==> config.mk <==
export PLATFORM = sky130hd
export DESIGN_NAME = deser_fifo
export DESIGN_NICKNAME = d
export VERILOG_FILES = /design/src/rtl/deser_fifo.sv
export SDC_FILE = /design/constraint.sdc
export NUM_CORES = 1
export LEC_CHECK = 0
export BUFFER_PORTS_ARGS = -buffer_cell sky130_fd_sc_hd__buf_2
export CORE_MARGIN = 5
export CORE_UTILIZATION = 30
export CTS_CLUSTER_SIZE = 12
export DETAILED_ROUTE_END_ITERATION = 8
export PLACE_DENSITY = 0.54
export SKIP_CTS_REPAIR_TIMING = 1
export SYNTH_ARGS = -nofsm -noshare
export SYNTH_HDL_FRONTEND = slang
export SYNTH_SLANG_ARGS = --single-unit
==> constraint.sdc <==
create_clock -name clk_i -period 2.15 [get_ports clk_i]
set_clock_uncertainty 0.05 [all_clocks]
set_input_delay 0.1075 -clock clk_i [delete_from_list [all_inputs] [get_ports clk_i]]
set_output_delay 0.1075 -clock clk_i [all_outputs]
set_load 0.05 [all_outputs]
==> src/rtl/deser_fifo.sv <==
// Small synchronous FIFO for completed words. A push into a full FIFO is
// accepted only when a pop happens on the same edge; otherwise it is ignored.
module deser_fifo #(
  parameter int WIDTH = 9,
  parameter int DEPTH = 2
) (
  input  logic             clk_i,
  input  logic             rst_i,
  input  logic             push_i,
  input  logic [WIDTH-1:0] wdata_i,
  input  logic             pop_i,
  output logic [WIDTH-1:0] rdata_o,
  output logic             full_o,
  output logic             empty_o
);

  localparam int AW = $clog2(DEPTH);

  logic [AW:0]      wr_ptr_q, wr_ptr_d;
  logic [AW:0]      rd_ptr_q, rd_ptr_d;
  logic [WIDTH-1:0] mem_q [DEPTH];
  logic             do_push;
  logic             do_pop;

  assign empty_o = (wr_ptr_q == rd_ptr_q);
  assign full_o  = (wr_ptr_q[AW] != rd_ptr_q[AW]) &&
                   (wr_ptr_q[AW-1:0] == rd_ptr_q[AW-1:0]);
  assign do_pop  = pop_i && !empty_o;
  assign do_push = push_i && (!full_o || do_pop);
  assign rdata_o = empty_o ? '0 : mem_q[rd_ptr_q[AW-1:0]];

  // Next pointer values from accepted push/pop.
  always_comb begin
    wr_ptr_d = wr_ptr_q;
    rd_ptr_d = rd_ptr_q;
    if (do_push) wr_ptr_d = wr_ptr_q + 1'b1;
    if (do_pop)  rd_ptr_d = rd_ptr_q + 1'b1;
  end

  // Pointer registers; cleared by reset so the FIFO reads as empty.
  always_ff @(posedge clk_i) begin
    if (rst_i) begin
      wr_ptr_q <= '0;
      rd_ptr_q <= '0;
    end else begin
      wr_ptr_q <= wr_ptr_d;
      rd_ptr_q <= rd_ptr_d;
    end
  end

  // Storage write; contents are masked on the output while empty.
  always_ff @(posedge clk_i) begin
    if (do_push) mem_q[wr_ptr_q[AW-1:0]] <= wdata_i;
  end

endmodule

Word-level counts from Yosys, hierarchy flattened
Memory sizes are Yosys's and may differ from the RTL's. A register that Yosys moved wholly into a read port is not among the register bits.
Cells that the tools add are included.
{ "totals": {"latchBits": 0, "inputBits": 13, "mem_bits_ro": 0, "wordCells": 19, "mem_count": 1, "regBits": 4, "ramBits": 18} }
{ "classes": {"order_cmp": 0, "n_mux": 5, "n_addsub": 2, "n_eq_ne": 3, "n_shift": 0, "mul": 0, "n_bitwise": 0, "n_reduce_logical": 6, "div_mod_pow": 0} }
{ "mem_list": {"columns": ["memory", "words", "word_bits", "rd", "rd_ports_with_merged_regs", "wr", "line", "source"], "rows": [
  ["mem_q", 2, 9, 1, 1, 1, "21", "logic [WIDTH-1:0] mem_q [DEPTH];"]
]} }
{ "op_table": {"columns": ["op", "count"], "rows": [
  ["$mux 9", 1],
  ["$add 2x1->2 const B", 2],
  ["$mux 1", 4],
  ["$logic_and 1x1->1", 3],
  ["$eq 2x2->1", 1],
  ["$logic_not 1->1", 2],
  ["$eq 1x1->1", 1],
  ["$logic_or 1x1->1", 1],
  ["$ne 1x1->1", 1]
]} }

Longest topological paths before layout
{ "depth": {"depth_word": 7, "ltp_mapped": 4, "mapped_depth_nobuf": 3} }

Least setup slack after synthesis
Ideal clock, no wire load.
{ "synth_path": {"path_type": "reg2out", "startpoint": "register rd_ptr_q[0]", "endpoint": "output port rdata_o[0]", "path_stages_with_launch": 5, "arrival_ns": 1.614, "setup_slack_ns": 0.379, "t_required_ns": 1.992, "n_path_buf": 1, "path_cell_list": "dfxtp_1 buf_2 xor2_1 nor2_2 nor2_1"} }
{ "synth_via": {"elab_chain_len": 2} }
{ "synth_rtl": {"columns": ["item", "line", "source"], "rows": [
  ["start: declaration", "20", "logic [AW:0] rd_ptr_q, rd_ptr_d;"],
  ["start signal: assignment", "47", "rd_ptr_q <= rd_ptr_d;"],
  ["$eq 2x2->1", "25", "assign empty_o = (wr_ptr_q == rd_ptr_q);"],
  ["named net empty_o", "14", "output logic empty_o"],
  ["$mux 9", "30", "assign rdata_o = empty_o ? '0 : mem_q[rd_ptr_q[AW-1:0]];"],
  ["end: declaration", "12", "output logic [WIDTH-1:0] rdata_o,"]
]} }
The timed path passes the listed nets, and every way through them passes these cells.

Worst setup path in the final report
{ "layout_path": {"startpoint": "register rd_ptr_q[1]", "endpoint": "output port empty_o"} }
{ "layout_via": {"elab_chain_len": 1} }
{ "layout_rtl": {"columns": ["item", "line"], "rows": [
  ["$eq 2x2->1", "25"],
  ["end: declaration", "14"]
]} }
Every way passes these cells.

==> metrics <==
Filler cells 299; CTS Buf Count 3; die width 67 um; largest family of logic cells by synthesized area simple AND/OR/NAND/NOR gates; syn nets 85; total track usage 8.683%; P_leak 0.4807 nW; register area share after synthesis 65.73%; number of global-route vias before repair 637; pin count of the biggest net entering global routing 14; Detailed Place HPWL roughly 1300 um; area grow syn2layout 29.91%; GR Overflow Total 0; leading area contributor after synthesis edfxtp_1; clk slew on worst S/H paths ~0.12 ns; Netlist cell types 26; IR drop worst, VDD ~390 uV; number of max-cap violations 0; post-synthesis async set-or-reset flop share 0%; Setup-failing EPs final 0; ANT cells 0; Synth Area in Compound Gates ~5.0%; setup slack after layout around 0.35 ns; Vias 665; initial antenna violation count 0; PwrDens 777.1 nW/um^2; crit-path max FO 10; CTS Sinks 23; TNS Setup 0 ns; WS Path Type reg -> out; crit share post-route 83.58%; Crit. End Element output pin; register area roughly 640 sq um; Crit path required time 1.99 ns; hold path cells 3; top cell type's share of synthesized area 55.46%; mux share of post-synthesis cell area 10.27%; share of cells above drive strength 1 30.56%; multi-input logic area 312.8 sq um; TritonCTS clock tree built; drt initial violations 11; DRC Markers 0; Synth Area per Inst 13.54 sq um; vias per cell 4.375; root buf cell clkbuf_4; global-route wire length before repair 2918 um; hold slack 0.06624 ns; GP Congestion 0.8463; status finished clean; fin nets between 100 and 150; Cells after Synth 72; Final Hold Violating Endpoints 0; Die H 67 um; post-layout power approximately 980 uW; worst hold path class in -> reg; Main synth FF type edfxtp_1; Final min period 1.797 ns; RSZ-0062 raised after global routing no; R2R depth 2; Top Ports 24; dpl ws 0.6290 ns; post-synthesis xor/xnor area fraction 3.466%; worst-margin pin slew 0.5496 ns; worst-skew pair later-pin latency 0.30 ns; top achievable clock speed 556.5 MHz; 1st-pass router iterations 3; adder-cell share of the synthesized area 0%; simple-gate share of the synthesized area around an eighth; critical path arrival 1.64 ns; CORE AREA 3078 sq um; #FFs+latches synth 23; fin cells 152; num rows 20; Slew Viols, Final 0; Avg WL per Cell 12.14 um; CP Launch Type flip-flop; Post-synth EDFFs 18; placed cell count ~140; Starting Density 31.67%; top-count cell post-synth edfxtp_1; Routed Antenna Nets 0; slew margin rel. 63.31%; htree depth 1; Post-Syn Area 974.7 sq um; final wirelength around 1800 um; number of synthesis warnings 0; Synth top cells by count edfxtp_1 (18), nor2_1 (11), mux2i_1 (10); PortBufs 23; Synth area leaders edfxtp_1 (55%), dfxtp_1 (10%), mux2i_1 (10%); Max clock buf depth 2; Die ar. 4489 sq um
## worst max-delay path, stage by stage (launching register included)
cell	delay, ns
dfxtp_1	0.39
xor2_2	0.22
nor2_2	0.38
buf_2	0.35
## worst paths after layout
kind / from / to / slack [ns]
setup reg to reg: rd_ptr_q[1]$_SDFFE_PP0P_ / mem_q[0][7]$_DFFE_PP_ / 0.64
hold / removal: push_i / wr_ptr_q[0]$_SDFFE_PP0P_ / 0.07
hold reg to reg: wr_ptr_q[1]$_SDFFE_PP0P_ / wr_ptr_q[1]$_SDFFE_PP0P_ / 0.52
setup / recovery: rd_ptr_q[1]$_SDFFE_PP0P_ / empty_o / 0.35
## metal layers
metal / global-route usage, % / vias up / part of all wire (%)
li1: - / 335 / -
met1: 11.17 / 312 / 47
met2: 13.99 / 16 / 47
met3: 3.204 / 2 / 5.5
met4: 1.519 / 0 / 0.54
met5: 0 / - / 0
## state kept, by name, summed over array words and instances (netlist names), named ones only
| signal | count |
|---|---|
| mem_q | 18 |
| rd_ptr_q | 2 |
| wr_ptr_q | 2 |
## cell usage in the layout, fill, tap and decap left out, types with 2 or more instances in the layout
master,Yosys,routed
a21oi_1,2,2
a31oi_1,4,4
buf_2,1,23
buf_4,0,2
clkbuf_4,0,3
dfxtp_1,5,5
dlygate4sd3_1,0,10
edfxtp_1,18,18
mux2i_1,10,10
nand2_1,2,2
nor2_1,11,11
or3_1,2,2
## report_power, final
group | switching (mW) | internal, mW | total (mW)
registers | 0.0215 | 0.509 | 0.531
logic | 0.181 | 0.0768 | 0.258
clock network | 0.126 | 0.0693 | 0.195
## logic make-up after synthesis
group                  count (synthesis)
AND/OR/NAND/NOR                       25
flip-flops                            23
buffers and inverters                  3
XOR/XNOR                               3
AO/OA/AOI/OAI                          8
multiplexers                          10
## cell type report
type                       count  share of cell area (%)
clock inverter                 1                  0.3953
sequential                    23                   50.59
timing repair buffer          35                   18.18
tap                           44                   4.348
clock buffer                   3                   1.779
multi-input combinational     46                   24.70
## through the flow
stage | util (%) | instance area, sq um
3_3_place_gp | 36.99 | 1139
5_1_grt | 41.14 | 1266
2_1_floorplan | - | 974.7
3_5_place_dp | 36.99 | 1139
4_1_cts | 37.89 | 1166
6_report | 41.14 | 1266
(Power assumes the default switching activity.)
